File: config.mk
export PLATFORM = sky130hd
export DESIGN_NAME = mem_access_unit
export DESIGN_NICKNAME = d
export VERILOG_FILES = /design/src/rtl/mem_access_unit.sv
export SDC_FILE = /design/constraint.sdc
export NUM_CORES = 1
export LEC_CHECK = 0
export BUFFER_PORTS_ARGS = -buffer_cell sky130_fd_sc_hd__buf_2
export CELL_PAD_IN_SITES_DETAIL_PLACEMENT = 0
export CELL_PAD_IN_SITES_GLOBAL_PLACEMENT = 2
export CORE_MARGIN = 3
export CORE_UTILIZATION = 27
export CTS_CLUSTER_DIAMETER = 200
export DETAILED_ROUTE_END_ITERATION = 6
export PLACE_DENSITY = 0.8
export SYNTH_ARGS = -nofsm -noshare
export SYNTH_HDL_FRONTEND = slang
export SYNTH_SLANG_ARGS = --single-unit
File: constraint.sdc
create_clock -name clk_i -period 2.5 [get_ports clk_i]
set_clock_uncertainty 0.05 [all_clocks]
set_input_delay 0.5 -clock clk_i [delete_from_list [all_inputs] [get_ports clk_i]]
set_output_delay 0.5 -clock clk_i [all_outputs]
set_load 0.02 [all_outputs]
File: src/rtl/mem_access_unit.sv
// rtl/mem_access_unit.sv - memory-stage load/store sequencer in front of a big-endian data cache
// Optional feature macro: MEM_ALIGN_CHECK_EN (misaligned halfword/word accesses complete with rsp_err_o).
module mem_access_unit #(
    parameter int TAG_W = 4
) (
    input  logic             clk_i,
    input  logic             rst_i,
    input  logic             req_valid_i,
    output logic             req_ready_o,
    input  logic [31:0]      req_addr_i,
    input  logic [31:0]      req_wdata_i,
    input  logic             req_we_i,
    input  logic [1:0]       req_size_i,
    input  logic [TAG_W-1:0] req_tag_i,
    output logic [31:0]      dc_address_o,
    output logic [31:0]      dc_data_o,
    output logic             dc_we_o,
    output logic [1:0]       dc_sel_o,
    input  logic [31:0]      dc_data_i,
    input  logic             dc_stall_i,
    output logic             rsp_valid_o,
    output logic [31:0]      rsp_data_o,
    output logic [TAG_W-1:0] rsp_tag_o,
    output logic             rsp_err_o
);

    typedef enum logic [2:0] {
        S_IDLE,
        S_LOAD,
        S_STORE_B,
        S_STORE_W,
        S_RMW_RD,
        S_RMW_WR,
        S_DONE
    } state_t;

    localparam logic [1:0] SIZE_B = 2'b00;
    localparam logic [1:0] SIZE_H = 2'b01;
    localparam logic [1:0] SEL_B  = 2'b01;
    localparam logic [1:0] SEL_W  = 2'b11;

    state_t             state_q, state_d;
    logic [15:0]        wdata_q, wdata_d;
    logic [1:0]         size_q, size_d;
    logic [TAG_W-1:0]   tag_q, tag_d;
    logic [31:0]        dc_addr_q, dc_addr_d;
    logic [31:0]        dc_data_q, dc_data_d;
    logic               dc_we_q, dc_we_d;
    logic [1:0]         dc_sel_q, dc_sel_d;
    logic [31:0]        rsp_data_q, rsp_data_d;
    logic               rsp_err_q, rsp_err_d;
    logic               accept;
    logic               misalign;

    assign req_ready_o = (state_q == S_IDLE);
    assign accept      = req_valid_i && req_ready_o;

`ifdef MEM_ALIGN_CHECK_EN
    // Sizes 10 and 11 are both words, so size[1] selects the word alignment rule.
    assign misalign = ((req_size_i == SIZE_H) && req_addr_i[0]) ||
                      (req_size_i[1] && (req_addr_i[1:0] != 2'b00));
`else
    assign misalign = 1'b0;
`endif

    always_comb begin
        state_d    = state_q;
        wdata_d    = wdata_q;
        size_d     = size_q;
        tag_d      = tag_q;
        dc_addr_d  = dc_addr_q;
        dc_data_d  = dc_data_q;
        dc_we_d    = dc_we_q;
        dc_sel_d   = dc_sel_q;
        rsp_data_d = rsp_data_q;
        rsp_err_d  = rsp_err_q;

        case (state_q)
            S_IDLE: begin
                if (accept) begin
                    wdata_d    = req_wdata_i[15:0];
                    size_d     = req_size_i;
                    tag_d      = req_tag_i;
                    rsp_data_d = 32'd0;
                    rsp_err_d  = 1'b0;
                    if (misalign) begin
                        rsp_err_d = 1'b1;
                        state_d   = S_DONE;
                    end else if (!req_we_i) begin
                        dc_addr_d = req_addr_i;
                        dc_we_d   = 1'b0;
                        dc_sel_d  = SEL_W;
                        state_d   = S_LOAD;
                    end else if (req_size_i == SIZE_B) begin
                        // The cache writes the byte at address+3, so aim three bytes low.
                        dc_addr_d = req_addr_i - 32'd3;
                        dc_data_d = {24'd0, req_wdata_i[7:0]};
                        dc_we_d   = 1'b1;
                        dc_sel_d  = SEL_B;
                        state_d   = S_STORE_B;
                    end else if (req_size_i == SIZE_H) begin
                        dc_addr_d = req_addr_i;
                        dc_we_d   = 1'b0;
                        dc_sel_d  = SEL_W;
                        state_d   = S_RMW_RD;
                    end else begin
                        dc_addr_d = req_addr_i;
                        dc_data_d = req_wdata_i;
                        dc_we_d   = 1'b1;
                        dc_sel_d  = SEL_W;
                        state_d   = S_STORE_W;
                    end
                end
            end
            S_LOAD: begin
                if (!dc_stall_i) begin
                    if (size_q == SIZE_B) begin
                        rsp_data_d = {24'd0, dc_data_i[31:24]};
                    end else if (size_q == SIZE_H) begin
                        rsp_data_d = {16'd0, dc_data_i[31:16]};
                    end else begin
                        rsp_data_d = dc_data_i;
                    end
                    state_d = S_DONE;
                end
            end
            S_RMW_RD: begin
                if (!dc_stall_i) begin
                    // New halfword lands in the big-endian upper half at A.
                    dc_data_d = {wdata_q, dc_data_i[15:0]};
                    dc_we_d   = 1'b1;
                    dc_sel_d  = SEL_W;
                    state_d   = S_RMW_WR;
                end
            end
            S_STORE_B, S_STORE_W, S_RMW_WR: begin
                if (!dc_stall_i) begin
                    dc_we_d = 1'b0;
                    state_d = S_DONE;
                end
            end
            S_DONE: begin
                state_d = S_IDLE;
            end
            default: begin
                state_d = S_IDLE;
            end
        endcase
    end

    always_ff @(posedge clk_i) begin
        if (rst_i) begin
            state_q    <= S_IDLE;
            wdata_q    <= 16'd0;
            size_q     <= 2'b00;
            tag_q      <= '0;
            dc_addr_q  <= 32'd0;
            dc_data_q  <= 32'd0;
            dc_we_q    <= 1'b0;
            dc_sel_q   <= SEL_W;
            rsp_data_q <= 32'd0;
            rsp_err_q  <= 1'b0;
        end else begin
            state_q    <= state_d;
            wdata_q    <= wdata_d;
            size_q     <= size_d;
            tag_q      <= tag_d;
            dc_addr_q  <= dc_addr_d;
            dc_data_q  <= dc_data_d;
            dc_we_q    <= dc_we_d;
            dc_sel_q   <= dc_sel_d;
            rsp_data_q <= rsp_data_d;
            rsp_err_q  <= rsp_err_d;
        end
    end

    // Reset must beat a commit already presented to the cache on the same edge.
    assign dc_we_o      = dc_we_q & ~rst_i;
    assign dc_address_o = dc_addr_q;
    assign dc_data_o    = dc_data_q;
    assign dc_sel_o     = dc_sel_q;

    assign rsp_valid_o  = (state_q == S_DONE);
    assign rsp_data_o   = rsp_data_q;
    assign rsp_tag_o    = tag_q;
    assign rsp_err_o    = rsp_err_q;

endmodule

Word-level counts from Yosys, hierarchy flattened
Index checks and enable logic that the tools add are counted. Widths: inputs -> output; s select.

Logic and storage cells: 74. Input bits: 107. Register bits after elaboration: 124. Output and inout bits: 106.

Bitwise gates (word level): 2. Muxes and demuxes: 32. Add/sub/neg operators: 1. Equal/unequal tests: 15. Reductions and logical operators: 15.

Operators by type and width (count): $mux 32 (11); $pmux 32 s2 (2); $sub 32x2->32 const B (1); $mux 3 (6); $eq 3x3->1 const B (3); $pmux 3 s3 (1); $reduce_and 3->1 (3); $mux 2 (4); $ne 2x2->1 const B (4); $eq 3x2->1 const B (2); $mux 1 (6); $reduce_and 5->1 (1); $eq 2x1->1 const B (2); $logic_not 2->1 (2); $ne 2x1->1 const B (2); $pmux 2 s2 (1); $reduce_and 4->1 (1); $reduce_bool 2->1 (2); $reduce_or 4->1 (1); $eq 3x1->1 const B (1); $logic_not 3->1 (1); $ne 3x3->1 const B (1); $pmux 1 s3 (1); $reduce_bool 3->1 (1); other kinds (5) (5).

Depth between registers and ports, before layout
Gate-level depths: netlist of run 1.

Word-level depth: 6. Mapped depth: 9. Depth with buffers taken out: 5.

Worst setup path before layout of run 1
No wires, ideal clock.

Path kind: input-to-reg. From: input req_size_i[1]. To: register dc_addr_q[13] (netlist: dc_address_o[13]). Data required time: 2.333 ns. Setup time: 0.117 ns. Arrival: 2.091 ns. Path buffers: 2. Setup slack: 0.243 ns. Stages on the path: 7. Path through: or4b_1 -> buf_2 -> or3_1 -> buf_6 -> nor3_1 -> xor2_1 -> a22o_1.

Word-level cells in the longest chain between the ends: 3.

RTL lines: from (decl) (line 13) `input logic [1:0] req_size_i,`; $logic_not 2->1 (line 94) `end else if (req_size_i == SIZE_B) begin`; $mux 32 (line 94); $mux 32 (line 89) `end else if (!req_we_i) begin`; to (signal assigned) (line 168) `dc_addr_q <= dc_addr_d;`; to (decl) (line 46) `logic [31:0] dc_addr_q, dc_addr_d;`.

No other way between the ends. A chain may end at the register's enable or synchronous reset.

Worst setup path after layout of run 1
From: register state_q[1]. To: register dc_data_q[30] (netlist: dc_data_o[30]).

Word-level cells in the longest chain between the ends: 4. Elaborated cells on any way between the ends: 10. Classes of those cells: 5 x eq/ne; 1 x mux; 4 x reduce/logical.

RTL lines: from (decl) (line 42) `state_t state_q, state_d;`; from (signal assigned) (line 164) `state_q <= state_d;`; $logic_not 3->1 (line 55, 78); $logic_and 1x1->1 (line 56) `assign accept = req_valid_i && req_ready_o;`; $ne 2x1->1 (no source line); $reduce_and 5->1 (no source line); to (signal assigned) (line 169) `dc_data_q <= dc_data_d;`; to (decl) (line 47) `logic [31:0] dc_data_q, dc_data_d;`.

Several ways; a longest one is shown, not always the timed one.

==> impl_metrics.tcl, run 1 <==
set metrics [dict create \
    dp_worst_setup_slack_ps 78.0 \
    synth_area_sq_mm 0.00559 \
    die_w_microns 150 \
    period_needed_ps 2100 \
    drc 0 \
    power_density_mw_per_mm2 857 \
    antenna_violating_nets_left 0 \
    grt_remaining_overflow 0 \
    cts-root-to-sink-buffers 2 \
    timing.final.crit_share_pct 84.0 \
    nFillCells 2243 \
    rsz0062_at_grt "no" \
    grt_start_max_net_pins 36 \
    synth_xor_area_share_pct 4.38 \
    synth-edff-count 0 \
    final_nets 1003 \
    vias_in_the_first_global_route 5544 \
    setup.worst_path.start_class "register" \
    groute.usage.overall_pct 17.0 \
    routed_wirelength_microns 19200 \
    cts_tree "yes" \
    cp.arrival_ps 2370 \
    timing.critical_path.max_delay_family "simple AND/OR/NAND/NOR gates" \
    netlist.area_leader.share_pct 44.0 \
    initial_core_util_pct 27.6 \
    syn_avg_cell_area_sq_um 8.04 \
    synth_async_sr_flop_share_pct 0 \
    critical_path.cell_chain "or4b_2, o21ai_0, and2_2, buf_12, nor2_1, a311oi_1" \
    cts-buffers-inserted 17 \
    critical-path-slowest-cell "or4b_2" \
    dr.pass1.iters 4 \
    die-area_sq_mm 0.0225 \
    synth_seq_area_share_pct 44.0 \
    outcome "finished, final reports clean" \
    flow.area_growth_from_synthesis_pct 35.8 \
    drt-initial-drc-count 215 \
    slew_violations 0 \
    criticalPathCategory "register to register" \
    timing.fmax_mhz 476 \
    setup_total_negative_slack_ps 0 \
    hold_class "input pin to register" \
    grt_first_pass_wirelength_microns 30100 \
    route.detailed.wl_per_inst_microns 16.3 \
    clock_latency_ps 410 \
    clock_sinks 123 \
    io_buffers 210 \
    critical_path.max_stage_delay_ps 670 \
    cts_post_setup_buffers_inserted 0 \
    ir_drop_uv 410 \
    detailed_place_hpwl_microns 14200 \
    dr_total_vias 5607 \
    main_combinational_cell_family_by_area_after_synthesis "simple AND/OR/NAND/NOR gates" \
    io_pins 213 \
    critical_path.endpoint_type "register" \
    synthCells 696 \
    placed_area_sq_mm 0.00701 \
    synth.ff_latch_count 123 \
    post_synth_and_or_nand_nor_area_fraction_pct 26.1 \
    cts-htree-levels 4 \
    dieHeight_microns 150 \
    leakage_nw 3.17 \
    clock_input_transition_at_the_sequential_cells_of_the_worst_setup_and_hold_paths_ps 60 \
    finalSetupViolCount 0 \
    design.core.area_sq_mm 0.0203 \
    synth_nets 804 \
    yosys.area.top_type "dfxtp_1" \
    share_of_cells_above_drive_strength_1_pct 31.7 \
    synth_compound_gate_area_share_pct 18.7 \
    worst_slew_pin_slew_ps 738 \
    max-cap-violations 0 \
    place_congestion 0.837 \
    worst-path-max-fanout 34 \
    finalHoldViolCount 0 \
    yosys_warnings 0 \
    ctsResizeCount 0 \
    antenna_found_initial 0 \
    max_slew_headroom_at_the_worst_pin_pct 50.7 \
    mux_share_of_post_synthesis_cell_area_pct 1.61 \
    worst_ep_required_time_ps 2770 \
    critPathBufInv 1 \
    timing.final.ws_setup_ps 400 \
    via_per_inst 4.76 \
    design_area_sq_mm 0.00760 \
    synth_cell_type_count 51 \
    ys_dominant_reg_cell "dfxtp_1" \
    netlist_top_cells_area "dfxtp_1 (44%), nand2_1 (7.9%), nor2_1 (7.5%)" \
    clockRootBuffer "clkbuf_16" \
    rows 52 \
    postCtsHoldBufs 0 \
    synth_adder_area_share_pct 0.224 \
]
-- worst register-to-register path, delay by kind of cell (launching register included) --
family,cells,cell delay (ps)
AND/OR/NAND/NOR,3,1020
flip-flops,1,390
buffers and inverters,1,210
AO/OA/AOI/OAI,2,350
-- routing by layer --
metal / GRT usage, % / routed length, microns
met1: 22.0 / 8860
met2: 27.0 / 8520
met3: 5.42 / 1540
met4: 5.17 / 281
met5: 0 / 0
-- placed cells by master, fill, tap and decap left out, drive strengths merged, types with 13 or more instances in the layout --
cell	count
o21ai	13
xor2	16
dfxtp	123
nand3	29
a311oi	33
clkbuf	18
nor2	113
a211oi	24
buf	241
nand2	117
a21oi	44
a22oi	23
-- per-stage QoR --
stage | util (%) | std cells | power (W) | hold slack (ps)
after floorplan | - | 696 | 0.00348 | 387
after global placement | 34.5 | 1146 | 0.00415 | 392
after detailed placement | 34.5 | 1146 | 0.00415 | 397
after CTS | 37.4 | 1178 | 0.00661 | 259
after global routing | 37.4 | 1178 | 0.00689 | 278
final | 37.4 | 1179 | 0.00651 | 282
-- path summary, 6_finish.rpt --
kind                              startpoint       endpoint  slack, ps  cells after the start
worst max-delay path              state_q[1]  dc_data_o[30]        400                      6
worst min-delay path            req_tag_i[1]   rsp_tag_o[1]        280                      3
worst max register to register    state_q[1]  dc_data_o[30]        400                      6
worst min register to register  rsp_tag_o[1]   rsp_tag_o[1]        400                      2
-- flip-flops by register name (all words and copies together) (netlist names) --
name / cells
wdata_q: 16
dc_address_o: 32
dc_data_o: 32
dc_sel_o: 1
rsp_tag_o: 4
rsp_data_o: 32
size_q: 2
dc_we_q: 1
state_q: 3
-- where the power goes --
group	switching (W)	internal (W)
combinational	0.00111	0.000607
clock	0.000935	0.00149
sequential	0.000142	0.00222
total	0.00219	0.00432
-- cells in the mapped netlist, types with 5 or more instances --
cell type,number
dfxtp_1,123
nand2_1,117
nor2_1,112
clkbuf_1,45
a21oi_1,44
a311oi_1,33
nand3_1,29
a22oi_1,23
a211oi_1,22
xor2_1,16
o21ai_0,12
xnor2_1,12
mux2i_1,9
nor3_1,9
buf_2,6
a22o_1,5
buf_4,5
nand4_1,5
nor2b_1,5
nor4_1,5
or4_1,5
-- area by class of cell --
type,instances,area (sq um),area share (%)
diodes,1,2.50,0.0329
clock buffers,18,439,5.78
clock inverters,14,145,1.91
inverters,2,7.51,0.0988
multi-input cells,510,2870,37.7
flip-flops and latches,123,2460,32.4
well taps,270,338,4.45
repair buffers,241,1340,17.6
-- kinds of logic after synthesis --
group | after synthesis
AO/OA/AOI/OAI | 150
XOR/XNOR | 28
adder cells (fa/ha/maj) | 1
buffers and inverters | 63
flip-flops | 123
multiplexers | 9
other | 2
AND/OR/NAND/NOR | 320
Power figures use the tool's default switching activity.
==> run 2: changes to the inputs <==
==> constraint.sdc (replaced) <==
create_clock -name clk_i -period 2.15 [get_ports clk_i]
set_clock_uncertainty 0.05 [all_clocks]
set_input_delay 0.43 -clock clk_i [delete_from_list [all_inputs] [get_ports clk_i]]
set_output_delay 0.43 -clock clk_i [all_outputs]
set_load 0.02 [all_outputs]
==> impl_metrics.tcl, run 2 (same netlist as run 1, synthesis figures left out) <==
set metrics [dict create \
    post-route-util_pct 38.5 \
    worst-path-max-fanout 25 \
    route.detailed.wl_per_inst_microns 16.1 \
    via_per_inst 4.76 \
    grt_remaining_overflow 0 \
    worst_ep_required_time_ps 2420 \
    slew_violations 0 \
    max-cap-violations 0 \
    holdPathStages 3 \
    max_slew_headroom_at_the_worst_pin_pct 54.8 \
    period_needed_ps 2010 \
    reg2reg_setup_slack_ps 140 \
    antenna_violating_nets_left 0 \
    power.total_w 0.00758 \
    outcome "finished, final reports clean" \
    finalHoldViolCount 0 \
    cts_tree "yes" \
    initial_core_util_pct 27.6 \
    dieHeight_microns 150 \
    cts-root-to-sink-buffers 2 \
    clock_input_transition_at_the_sequential_cells_of_the_worst_setup_and_hold_paths_ps 60 \
    timing.fmax_mhz 498 \
    drc 0 \
    criticalPathCategory "register to register" \
    vias_in_the_first_global_route 5529 \
    mostFrequentLayoutCell "buf_2" \
    drt-initial-drc-count 228 \
    ir_drop_uv 513 \
    setup.worst_path.start_class "register" \
    grt_start_max_net_pins 39 \
    io_pins 213 \
    finalSetupViolCount 0 \
    rows 52 \
    leakage_nw 3.30 \
    share_of_cells_above_drive_strength_1_pct 33.9 \
    dr_total_vias 5756 \
    antenna_found_initial 3 \
    routed_wirelength_microns 19500 \
    die-area_sq_mm 0.0225 \
    clock_sinks 123 \
    io_buffers 210 \
    place_congestion 0.805 \
    detailed_place_hpwl_microns 14600 \
    clockRootBuffer "clkbuf_16" \
    nFillCells 2186 \
    grt_first_pass_wirelength_microns 29900 \
    design_area_sq_mm 0.00782 \
    cts-htree-levels 4 \
    hold_class "input pin to register" \
    die_w_microns 150 \
    cts_post_setup_buffers_inserted 0 \
    design.core.area_sq_mm 0.0203 \
    cp.arrival_ps 2270 \
    dr.pass1.iters 7 \
    final_nets 1033 \
    timing.reg2reg.worst_path_depth 6 \
    most-common-layout-cells "buf_2 (209), dfxtp_1 (123), nand2_1 (117)" \
    worst_slew_pin_slew_ps 677 \
    groute.usage.overall_pct 17.0 \
    placed_area_sq_mm 0.00725 \
    timing.final.crit_share_pct 93.3 \
    critical_path.endpoint_type "register" \
    rsz0062_at_grt "no" \
    power_density_mw_per_mm2 969 \
    flow.area_growth_from_synthesis_pct 39.8 \
    cts-buffers-inserted 17 \
    clock_latency_ps 410 \
]
run 2: layer usage:
layer  routed length (microns)  global-route usage (%)
met1                      8740                    21.6
met2                      8740                    26.9
met4                       282                    4.89
met3                      1670                    6.51
met5                        37                       0
run 2: cell type report:
type / count / area (sq um) / area share [%]
repair buffers: 271 / 1570 / 20.1
clock buffers: 18 / 439 / 5.62
flip-flops and latches: 123 / 2460 / 31.5
inverters: 2 / 7.51 / 0.0960
multi-input cells: 510 / 2870 / 36.7
clock inverters: 13 / 121 / 1.55
diodes: 1 / 2.50 / 0.0320
well taps: 270 / 338 / 4.32
run 2: path summary, 6_finish.rpt:
path                              startpoint             to
worst max-delay path              state_q[2]  dc_data_o[26]
worst max register to register    state_q[2]  dc_data_o[26]
worst min register to register   wdata_q[11]    wdata_q[11]
worst min-delay path            req_tag_i[1]   rsp_tag_o[1]
run 2: worst max-delay path, stage by stage (launching register included):
cell      delay, ps
dfxtp_1         310
or4b_2          680
o21ai_1         160
and2_4          240
buf_12          170
nor2_1           50
a311oi_1        240
run 2: power breakdown:
part	total [W]	switching (W)	internal, W
clock	0.00274	0.00113	0.00162
combinational	0.00210	0.00133	0.000773
sequential	0.00273	0.000151	0.00258
total	0.00758	0.00260	0.00497
run 2: through the flow:
step | setup TNS (ps) | hold WS [ps] | cells | worst slack, ps
3_3_place_gp | -1900 | 392 | 1176 | -95.6
6_report | 0 | 204 | 1208 | 144
4_1_cts | 0 | 181 | 1207 | 76.5
2_1_floorplan | 0 | 387 | 696 | 11.7
5_1_grt | 0 | 187 | 1207 | 23.2
3_5_place_dp | -3050 | 398 | 1176 | -125
run 2: repair_timing:
action	4_1_cts	5_1_grt
gates resized for setup	0	2
endpoints found under the setup margin	0	12
hold buffers	0	0
